### src/rtl/dmem_dual_arbiter.sv
// dmem_dual_arbiter
//   Shares one single-port data memory between two pipelined cores. One access
//   is granted per cycle. When both cores request, a round-robin pointer picks
//   the winner and then toggles. The losing core is stalled combinationally in
//   the same cycle, and load data is returned one cycle after the grant.
//   Optional feature macro: DMEM_ARB_STATS_EN builds a saturating counter of
//   contended cycles. Without it, conflict_cnt_o is tied to zero.
module dmem_dual_arbiter #(
    parameter int ADDR_W = 32,
    parameter int DATA_W = 32
) (
    input  logic              clk_i,
    input  logic              rst_n,
    // core 0
    input  logic [ADDR_W-1:0] p0_addr_i,
    input  logic [DATA_W-1:0] p0_wdata_i,
    input  logic              p0_read_i,
    input  logic              p0_write_i,
    output logic              p0_stall_o,
    output logic [DATA_W-1:0] p0_rdata_o,
    output logic              p0_rvalid_o,
    // core 1
    input  logic [ADDR_W-1:0] p1_addr_i,
    input  logic [DATA_W-1:0] p1_wdata_i,
    input  logic              p1_read_i,
    input  logic              p1_write_i,
    output logic              p1_stall_o,
    output logic [DATA_W-1:0] p1_rdata_o,
    output logic              p1_rvalid_o,
    // shared memory
    output logic [ADDR_W-1:0] mem_addr_o,
    output logic [DATA_W-1:0] mem_wdata_o,
    output logic              mem_read_o,
    output logic              mem_write_o,
    input  logic [DATA_W-1:0] mem_rdata_i,
    // statistics
    output logic [31:0]       conflict_cnt_o
);

    localparam int NP = 2;

    // Per-port views of the request ports, indexed by port number
    logic [NP-1:0]     rd_req;
    logic [NP-1:0]     wr_req;
    logic [NP-1:0]     req;
    logic [NP-1:0]     grant;
    logic [NP-1:0]     stall;
    logic [NP-1:0]     ret_hit;
    logic [ADDR_W-1:0] port_addr  [NP];
    logic [DATA_W-1:0] port_wdata [NP];
    logic [DATA_W-1:0] port_rdata [NP];

    // Arbitration state
    logic contended;
    logic any_req;
    logic win_id;
    logic rr_ptr_q;
    logic rr_ptr_d;
    logic rd_pend_q;
    logic rd_pend_d;
    logic rd_id_q;
    logic rd_id_d;

    assign rd_req        = {p1_read_i, p0_read_i};
    assign wr_req        = {p1_write_i, p0_write_i};
    assign port_addr[0]  = p0_addr_i;
    assign port_addr[1]  = p1_addr_i;
    assign port_wdata[0] = p0_wdata_i;
    assign port_wdata[1] = p1_wdata_i;

    // Pick the winning port: a sole requester wins, otherwise the round-robin pointer decides
    always_comb begin
        contended = &req;
        any_req   = |req;
        win_id    = 1'b0;
        if (contended) begin
            win_id = rr_ptr_q;
        end else if (req[1]) begin
            win_id = 1'b1;
        end
    end

    generate
        for (genvar gi = 0; gi < NP; gi++) begin : g_port
            logic [DATA_W-1:0] rdata_q;
            logic [DATA_W-1:0] rdata_d;

            // A write with a simultaneous read is treated as a plain write
            assign req[gi]     = rd_req[gi] | wr_req[gi];
            assign grant[gi]   = any_req & (win_id == 1'(gi));
            assign stall[gi]   = req[gi] & ~grant[gi];
            assign ret_hit[gi] = rd_pend_q & (rd_id_q == 1'(gi));

            // Pass returning load data straight through, and hold it once the return is over
            always_comb begin
                rdata_d = rdata_q;
                if (ret_hit[gi]) begin
                    rdata_d = mem_rdata_i;
                end
            end

            // Holding register for the last load data delivered to this port
            always_ff @(posedge clk_i) begin
                if (!rst_n) begin
                    rdata_q <= '0;
                end else begin
                    rdata_q <= rdata_d;
                end
            end

            assign port_rdata[gi] = rdata_d;
        end
    endgenerate

    // Route the winner's request to memory; an idle cycle drives all zeros
    always_comb begin
        mem_addr_o  = '0;
        mem_wdata_o = '0;
        mem_read_o  = 1'b0;
        mem_write_o = 1'b0;
        if (any_req) begin
            mem_addr_o  = port_addr[win_id];
            mem_wdata_o = port_wdata[win_id];
            mem_write_o = wr_req[win_id];
            mem_read_o  = rd_req[win_id] & ~wr_req[win_id];
        end
    end

    // Next state: toggle priority only on contention, and remember who owns the load in flight
    always_comb begin
        rr_ptr_d  = rr_ptr_q;
        rd_pend_d = mem_read_o;
        rd_id_d   = rd_id_q;
        if (contended) begin
            rr_ptr_d = ~rr_ptr_q;
        end
        if (mem_read_o) begin
            rd_id_d = win_id;
        end
    end

    // Arbitration registers; a load granted while reset is sampled is discarded
    always_ff @(posedge clk_i) begin
        if (!rst_n) begin
            rr_ptr_q  <= 1'b0;
            rd_pend_q <= 1'b0;
            rd_id_q   <= 1'b0;
        end else begin
            rr_ptr_q  <= rr_ptr_d;
            rd_pend_q <= rd_pend_d;
            rd_id_q   <= rd_id_d;
        end
    end

`ifdef DMEM_ARB_STATS_EN
    logic [31:0] conflict_cnt_q;
    logic [31:0] conflict_cnt_d;

    // Count contended cycles, sticking at all-ones instead of wrapping
    always_comb begin
        conflict_cnt_d = conflict_cnt_q;
        if (contended && (conflict_cnt_q != 32'hFFFF_FFFF)) begin
            conflict_cnt_d = conflict_cnt_q + 32'd1;
        end
    end

    // Contention counter register
    always_ff @(posedge clk_i) begin
        if (!rst_n) begin
            conflict_cnt_q <= '0;
        end else begin
            conflict_cnt_q <= conflict_cnt_d;
        end
    end

    assign conflict_cnt_o = conflict_cnt_q;
`else
    assign conflict_cnt_o = '0;
`endif

    assign p0_stall_o  = stall[0];
    assign p1_stall_o  = stall[1];
    assign p0_rvalid_o = ret_hit[0];
    assign p1_rvalid_o = ret_hit[1];
    assign p0_rdata_o  = port_rdata[0];
    assign p1_rdata_o  = port_rdata[1];

endmodule

### config.mk
export PLATFORM = sky130hd
export DESIGN_NAME = dmem_dual_arbiter
export DESIGN_NICKNAME = d
export VERILOG_FILES = /design/src/rtl/dmem_dual_arbiter.sv
export SDC_FILE = /design/constraint.sdc
export NUM_CORES = 1
export LEC_CHECK = 0
export BUFFER_PORTS_ARGS = -buffer_cell sky130_fd_sc_hd__buf_2
export CELL_PAD_IN_SITES_DETAIL_PLACEMENT = 1
export CELL_PAD_IN_SITES_GLOBAL_PLACEMENT = 2
export CORE_UTILIZATION = 18
export CTS_BUF_LIST = sky130_fd_sc_hd__clkbuf_4
export CTS_CLUSTER_SIZE = 10
export DETAILED_ROUTE_END_ITERATION = 6
export PLACE_DENSITY = 0.81
export SLEW_MARGIN = 0
export SYNTH_ARGS = -nofsm -noshare
export SYNTH_HDL_FRONTEND = slang
export SYNTH_SLANG_ARGS = --single-unit
### constraint.sdc
create_clock -name clk_i -period 1.26 [get_ports clk_i]
set_input_delay 0.189 -clock clk_i [delete_from_list [all_inputs] [get_ports clk_i]]
set_output_delay 0.189 -clock clk_i [all_outputs]
set_load 0.01 [all_outputs]
-- Word level (Yosys, flattened, before mapping)
Cells that the tools add are included.
- register bits after elaboration: 67
- input port bits: 166
- output and inout bits: 166
- logic and storage cells: 43
- order comparisons: 2
- muxes and demuxes: 18
- bitwise gates (word level): 16
- reduce and logical (&&, ||, !) cells: 2
- operators by type and width (cell ; number):
    $mux 32 ; 10
    $mux 1 ; 8
    $and 1x1->1 ; 7
    $not 1->1 ; 6
    $ge 2x2->1 const B ; 1
    $lt 1x2->1 const B ; 1
    $not 1->2 ; 1
    $or 1x1->1 ; 2
    $reduce_and 2->1 ; 1
    $reduce_or 2->1 ; 1

-- Depth between registers and ports, before layout
Gate-level depths: netlist of the first run.
- word-level depth: 8
- gate-level depth with buffers: 6
- gate-level depth less buffers: 4

-- Least setup slack after synthesis of the first run
No wires, ideal clock.
- path kind: reg-to-reg
- start: reg rd_id_q
- end: reg g_port[0].rdata_q[10]
- setup time: 0.115 ns
- arrival time: 1.207 ns
- required time: 1.145 ns
- setup slack: -0.062 ns
- stages on the path, launching flop included: 6
- path buffers: 2
- period minus slack after synthesis: 1.322 ns
- path through: dfxtp_1 > nand2b_4 > buf_6 > buf_6 > mux2_4 > and2_1
- cells in the longest elaborated chain, start to end: 3
- ends and longest elaborated chain (item ; line ; source):
    start, declared ; 61 ; logic rd_id_q;
    start signal, assigned ; 151 ; rd_id_q <= rd_id_d;
    $not 1->1 ; 92 ; assign ret_hit[gi] = rd_pend_q & (rd_id_q == 1'(gi));
    $and 1x1->1 ; 92 ;
    $mux 32 ; 97 ; if (ret_hit[gi]) begin
    net p0_rdata_o[10] ; 20 ; output logic [DATA_W-1:0] p0_rdata_o,
    end signal, assigned ; 107 ; rdata_q <= rdata_d;
    end, declared ; 85 ; logic [DATA_W-1:0] rdata_q;
The timed path passes the listed nets, and every way through them passes these cells.
A chain may end at the register's enable or synchronous reset.

-- Worst setup path in the final report of the first run
- start: reg rr_ptr_q
- end: out mem_wdata_o[16]
- cells in the longest elaborated chain, start to end: 6
- ends and longest elaborated chain (item ; line ; source):
    start, declared ; 57 ; logic rr_ptr_q;
    start signal, assigned ; 149 ; rr_ptr_q <= rr_ptr_d;
    $mux 1 ; 76 ; if (contended) begin
    $not 1->2 (implied by the code) ; 123 ; mem_wdata_o = port_wdata[win_id];
    $mux 32 (implied by the code) (3 in series) ; 123 ;
    $mux 32 ; 121 ; if (any_req) begin
    end, declared ; 32 ; output logic [DATA_W-1:0] mem_wdata_o,
No other way between the ends. The select of a mux whose other input is x is not followed.

==> impl_metrics.yaml, run 1 <==
route:
  via_per_inst: 4.110
  ant_nets: 0
  first_iter_violations: 140
  via_count: 4472
  finalWirelength_um: 17230
  drc_errors: 16
  drt-pass1-iter-count: 6
  wire_per_inst_um: 15.83
yosys:
  synth_mux_area_frac: 0.2293
  synth-simple-area-share: 0.3111
  yosysUniqueCellTypes: 26
  synth_compound_area_frac: 0.01568
  synth_top_family_by_area: "simple AND/OR/NAND/NOR gates"
  syn_area_per_cell_um2: 8.462
  yosysWarningCount: 0
  yosysSeqAreaShare: 0.3295
  synth_adder_area_share: 0
  synthXorXnorAreaFrac: 0
  synthCells: 481
  ys_ff_latch: 67
  synth_area_um2: 4070
power:
  pwr-share-seq: 0.348
  p_int_w: 0.004266
  p_sw_w: 0.002101
  ir_drop_uv: 303.8
  p_leak_nw: 4.215
  p_comb_frac: 0.446
  switching_share: 0.3300
  pwr_density_cell_nw_per_um2: 835.9
  clkPwrFrac: 0.206
finish:
  fin_util: 0.3458
  final_cell_mix: "243 x buf_2, 64 x dfxtp_1, 64 x buf_6, 58 x mux2_4, 57 x nand2_2"
  final_nets: 971
  fillers: 2612
  drive_gt1_frac: 0.7302
  final_common_cell: "buf_2"
  multi_input_area_um2: 3092
  ff_latch_area_um2: 1353
  antenna_cells: 0
  area_growth_pct: 87.15
  stdcell_count: 1088
timing:
  hold_violations: 0
  min_period_ns: 1.821
  skew_ns: 0.009200
  worstMarginPinSlew_ns: 0.5017
  setup_slack_ns: -0.5612
  max_slew_margin: 0.6655
  post-route-period-util: 1.445
  setup-violations-final: 176
  max_freq_ghz: 0.5491
  drv_slew: 0
  grt_setup_unrepaired: "yes"
  hold_slack_ns: 0.1253
  finalSetupTns_ns: -68.50
global_route:
  grt_use_total: 0.1406
  grt_pass1_wl_um: 25810
  grt_pass1_vias: 4712
  antenna_found_initial: 0
  grt_overflow: 0
  grt_max_degree: 69
setup_path:
  ff2ff_path_depth: 4
  cp-end-kind: "output pin"
  crit_fanout: 6
  arrival_ns: 1.63
  critPathLaunchType: "flop"
  path_class: "reg -> out"
  crit_required_ns: 1.07
clock_tree:
  clkSinkCount: 67
  htree_levels: 3
  cts_buffer_depth: 2
  numCtsBuffers: 9
  cts-root-buf: "clkbuf_4"
  clk_latency_ns: 0.41
  path_clk_slew_ns: 0.11
  cts_tree: "built"
run:
  maxCapViolCount: 0
min_path:
  min_path_cells: 3
  min_path_type: "in -> reg"
floorplanning:
  rows: 54
  dieArea_um2: 23220
  die_y_um: 152.4
  core_um2: 22030
  io_pins: 332
  initial_core_util: 0.1848
  die_w_um: 152.4
placement:
  gp_congestion: 0.7434
  port_buffers: 299
  place_hpwl_um: 11710
  place_ws_ns: -0.2470
  dpl.cell_count: 1049
status:
  violations: "DRC, setup timing"
  status: "finished with violations"
==> sequential cells by signal (all words and copies together), names as in the netlist <==
register	flops
rd_pend_q	1
rd_id_q	1
rr_ptr_q	1
g_port.rdata_q	64
==> power groups by stage <==
stage	logic (W)	registers, W	clock network [W]
6_report	0.00284	0.00222	0.00131
5_1_grt	0.00305	0.00222	0.00148
4_1_cts	0.00249	0.00222	0.00139
3_5_place_dp	0.00187	0.00226	0
3_3_place_gp	0.00185	0.00226	0
2_1_floorplan	0.00106	0.00225	0
==> layout make-up <==
cell class | instances | area share
tap | 280 | 0.04599
inverter | 5 | 0.002792
multi-input combinational | 374 | 0.4059
sequential | 67 | 0.1776
clock inverter | 5 | 0.006078
clock buffer | 9 | 0.008870
timing repair buffer | 348 | 0.3528
==> critical path, cell delays in order (launching register included) <==
cell and delay (ns):
dfxtp_4 0.39, o22a_4 0.25, buf_12 0.16, clkbuf_16 0.16, nand2_1 0.07, nand2_1 0.05
buf_2 0.13
==> through the flow <==
stage	instance area (um2)	power, W
after floorplan	4207	0.003311
after global placement	5899	0.004111
after detailed placement	5899	0.004132
after CTS	7015	0.006091
after global routing	7617	0.006748
final	7617	0.006367
==> Yosys cell counts <==
cell type,instances,share of area
nor2_2,1,0.0015
o22ai_2,1,0.0031
conb_1,1,0.00092
a21oi_1,1,0.0012
o21a_1,1,0.0018
buf_2,17,0.021
nor2_1,3,0.0028
inv_1,5,0.0046
a31oi_1,1,0.0015
and2_1,66,0.10
mux2i_1,1,0.0025
mux2_2,10,0.028
nand3_1,64,0.079
o21ai_0,2,0.0025
dfxtp_1,67,0.33
nand2b_4,1,0.0034
buf_6,7,0.019
nand2_1,132,0.12
nand2_2,1,0.0015
clkbuf_1,9,0.0083
o211ai_1,1,0.0018
mux2_4,54,0.20
o22ai_1,1,0.0015
buf_4,32,0.059
o22a_1,1,0.0022
clkbuf_2,1,0.0012
==> logic make-up (layout without fill, tap and decap cells) <==
logic type / Yosys count / in the layout
buffers and inverters: 71 / 367
AO/OA/AOI/OAI: 9 / 9
multiplexers: 65 / 65
AND/OR/NAND/NOR: 268 / 268
flip-flops: 67 / 67
other: 1 / 32
==> path summary, 6_finish.rpt <==
path,end,slack (ns),start
hold reg to reg,rd_id_q,0.51,rd_id_q
hold / removal,g_port[1].rdata_q[20],0.13,mem_rdata_i[20]
setup / recovery,mem_wdata_o[16],-0.56,rr_ptr_q
setup reg to reg,g_port[0].rdata_q[11],-0.07,rd_id_q
==> per-layer routing <==
| metal | part of all wire | track usage |
|---|---|---|
| met5 | 0 | 0 |
| met4 | 0.011 | 0.03596 |
| met3 | 0.066 | 0.03157 |
| met2 | 0.51 | 0.2607 |
| met1 | 0.41 | 0.1613 |
==> repair_timing <==
item | CTS | global route
pin swaps | 97 | 51
gates resized for setup | 151 | 144
setup endpoints to repair | 196 | 184
hold buffers | 0 | 0
cloned | 9 | 6
setup buffers | 9 | 10
No activity file was read; power rests on OpenSTA's default activity.
==> run 2, diff against run 1 <==
==> constraint.sdc (replaced) <==
create_clock -name clk_i -period 1.6 [get_ports clk_i]
set_input_delay 0.24 -clock clk_i [delete_from_list [all_inputs] [get_ports clk_i]]
set_output_delay 0.24 -clock clk_i [all_outputs]
set_load 0.01 [all_outputs]
==> run 2 against run 1 <==
Effect of this change:
- the flow still finishes with violations (DRC, setup timing)
- wire length up 9.3%
- global-route usage increased by 0.93 points
- clock skew grew 0.0043 ns
- die area did not move
- sequential share of layout area grew 0.20 points
- critical endpoint is now mem_wdata_o[27]
==> impl_metrics.yaml, run 2 (synthesized netlist as in run 1, its figures left out) <==
status:
  status: "finished with violations"
  violations: "DRC, setup timing"
route:
  via_count: 4631
  via_per_inst: 4.183
  drc_errors: 36
  finalWirelength_um: 18840
  ant_nets: 0
  wire_per_inst_um: 17.02
  drt-pass1-iter-count: 7
  first_iter_violations: 133
timing:
  grt_setup_unrepaired: "yes"
  max_freq_ghz: 0.5337
  drv_slew: 0
  finalSetupTns_ns: -29.03
  post-route-period-util: 1.171
  setup-violations-final: 130
  hold_violations: 0
  setup_slack_ns: -0.2736
  min_period_ns: 1.874
  skew_ns: 0.01348
power:
  switching_share: 0.3227
  ir_drop_uv: 359.2
  p_leak_nw: 4.145
  p_comb_frac: 0.417
  p_sw_w: 0.001607
  pwr-share-seq: 0.351
  p_int_w: 0.003373
  pwr_density_cell_nw_per_um2: 662.3
  clkPwrFrac: 0.232
placement:
  port_buffers: 299
  gp_congestion: 0.8293
  post_dp_cell_area_um2: 5899
  dpl.cell_count: 1048
  place_hpwl_um: 12440
  place_ws_ns: 0.004189
finish:
  ff_latch_area_um2: 1350
  final_nets: 985
  final_area_um2: 7518
  final_common_cell: "buf_2"
  multi_input_area_um2: 2679
  largest_register_ffs: 64
  stdcell_count: 1107
  fillers: 2604
  final_cell_mix: "228 x buf_2, 115 x nand2_1, 77 x buf_6, 66 x and2_1"
  area_growth_pct: 84.72
  drive_gt1_frac: 0.6104
  fin_util: 0.3413
  top_register: "g_port.rdata_q"
floorplanning:
  io_pins: 332
  die_w_um: 152.4
  rows: 54
  die_y_um: 152.4
  dieArea_um2: 23220
  initial_core_util: 0.1848
  core_um2: 22030
global_route:
  grt_use_total: 0.1499
  grt_pass1_wl_um: 26880
  grt_max_degree: 69
  grt_overflow: 0
  use_met3: 0.02645
  antenna_found_initial: 2
  grt_use_met1: 0.1621
  use_met2: 0.2899
  grt_pass1_vias: 4792
  grt.busiest_layer: "met2"
setup_path:
  path_class: "reg -> out"
  rrSetupSlack_ns: 0.13
  r2r_start: "rd_id_q"
  cp-end-kind: "output pin"
  arrival_ns: 1.63
  critPathLaunchType: "flop"
  r2r-end: "g_port[0].rdata_q[7]"
  crit_fanout: 5
  ff2ff_path_depth: 5
  crit_required_ns: 1.36
min_path:
  min_from: "mem_rdata_i[29]"
  min_path_cells: 3
  min_to: "g_port[0].rdata_q[29]"
  min_path_type: "in -> reg"
clock_tree:
  path_clk_slew_ns: 0.12
  cts_tree: "built"
  clk_latency_ns: 0.41
  cts_buffer_depth: 2
  numCtsBuffers: 9
  clkSinkCount: 67
  htree_levels: 3
  cts-root-buf: "clkbuf_4"
  cts_hold_buf: 0
run:
  maxCapViolCount: 0
[run 2: stage by stage]
stage	hold slack (ns)	total power (W)
2_1_floorplan	0.4604	0.002603
3_3_place_gp	0.4750	0.003244
3_5_place_dp	0.4920	0.003259
4_1_cts	0.1563	0.004916
5_1_grt	0.1584	0.005260
6_report	0.1999	0.004980
[run 2: cell type report]
class	instances	share of cell area
timing repair buffer	362	0.3949
antenna	3	0.0009985
clock inverter	4	0.006823
tap	280	0.04660
multi-input combinational	374	0.3563
clock buffer	12	0.01198
sequential	67	0.1796
inverter	5	0.002829
[run 2: how the worst max path moves through the flow]
stage / endpoint / slack, ns / start / cells after the start
floorplan: mem_addr_o[0] / 0.25 / p1_write_i / 6
global placement: mem_addr_o[9] / 0.03 / p0_write_i / 8
detailed placement: mem_addr_o[9] / 0.004 / p0_write_i / 8
CTS: p0_rdata_o[26] / -0.31 / rd_id_q / 4
global route: mem_wdata_o[14] / -0.37 / rr_ptr_q / 7
finish: mem_wdata_o[27] / -0.27 / rr_ptr_q / 6
[run 2: worst max-delay path: stages, from the launching register on]
cell,delay (ns)
dfxtp_4,0.39
o22ai_4,0.19
buf_6,0.20
clkbuf_16,0.17
nand3_1,0.07
nand2_1,0.08
buf_2,0.14
[run 2: power by group through the flow]
stage	Combinational (W)	Sequential, W	Clock (W)
after floorplan	0.000828	0.00177	0
after global placement	0.00147	0.00178	0
after detailed placement	0.00148	0.00178	0
after CTS	0.00197	0.00175	0.00120
after global routing	0.00224	0.00175	0.00127
final	0.00208	0.00175	0.00116
[run 2: repair_timing]
| action | in CTS | in global routing |
|---|---|---|
| cloned | 14 | 4 |
| buffers inserted | 9 | 16 |
| resized for setup | 134 | 55 |
| pin swaps | 33 | 26 |
| endpoints found under the setup margin | 133 | 132 |
[run 2: metal layers]
metal  part of all wire  wire length, um  vias to the layer above
met2               0.55            10350                      212
met5                  0                0                        -
met1               0.37             6952                     2218
met4              0.017              313                        0
met3              0.065             1216                       20
li1                   -                -                     2181
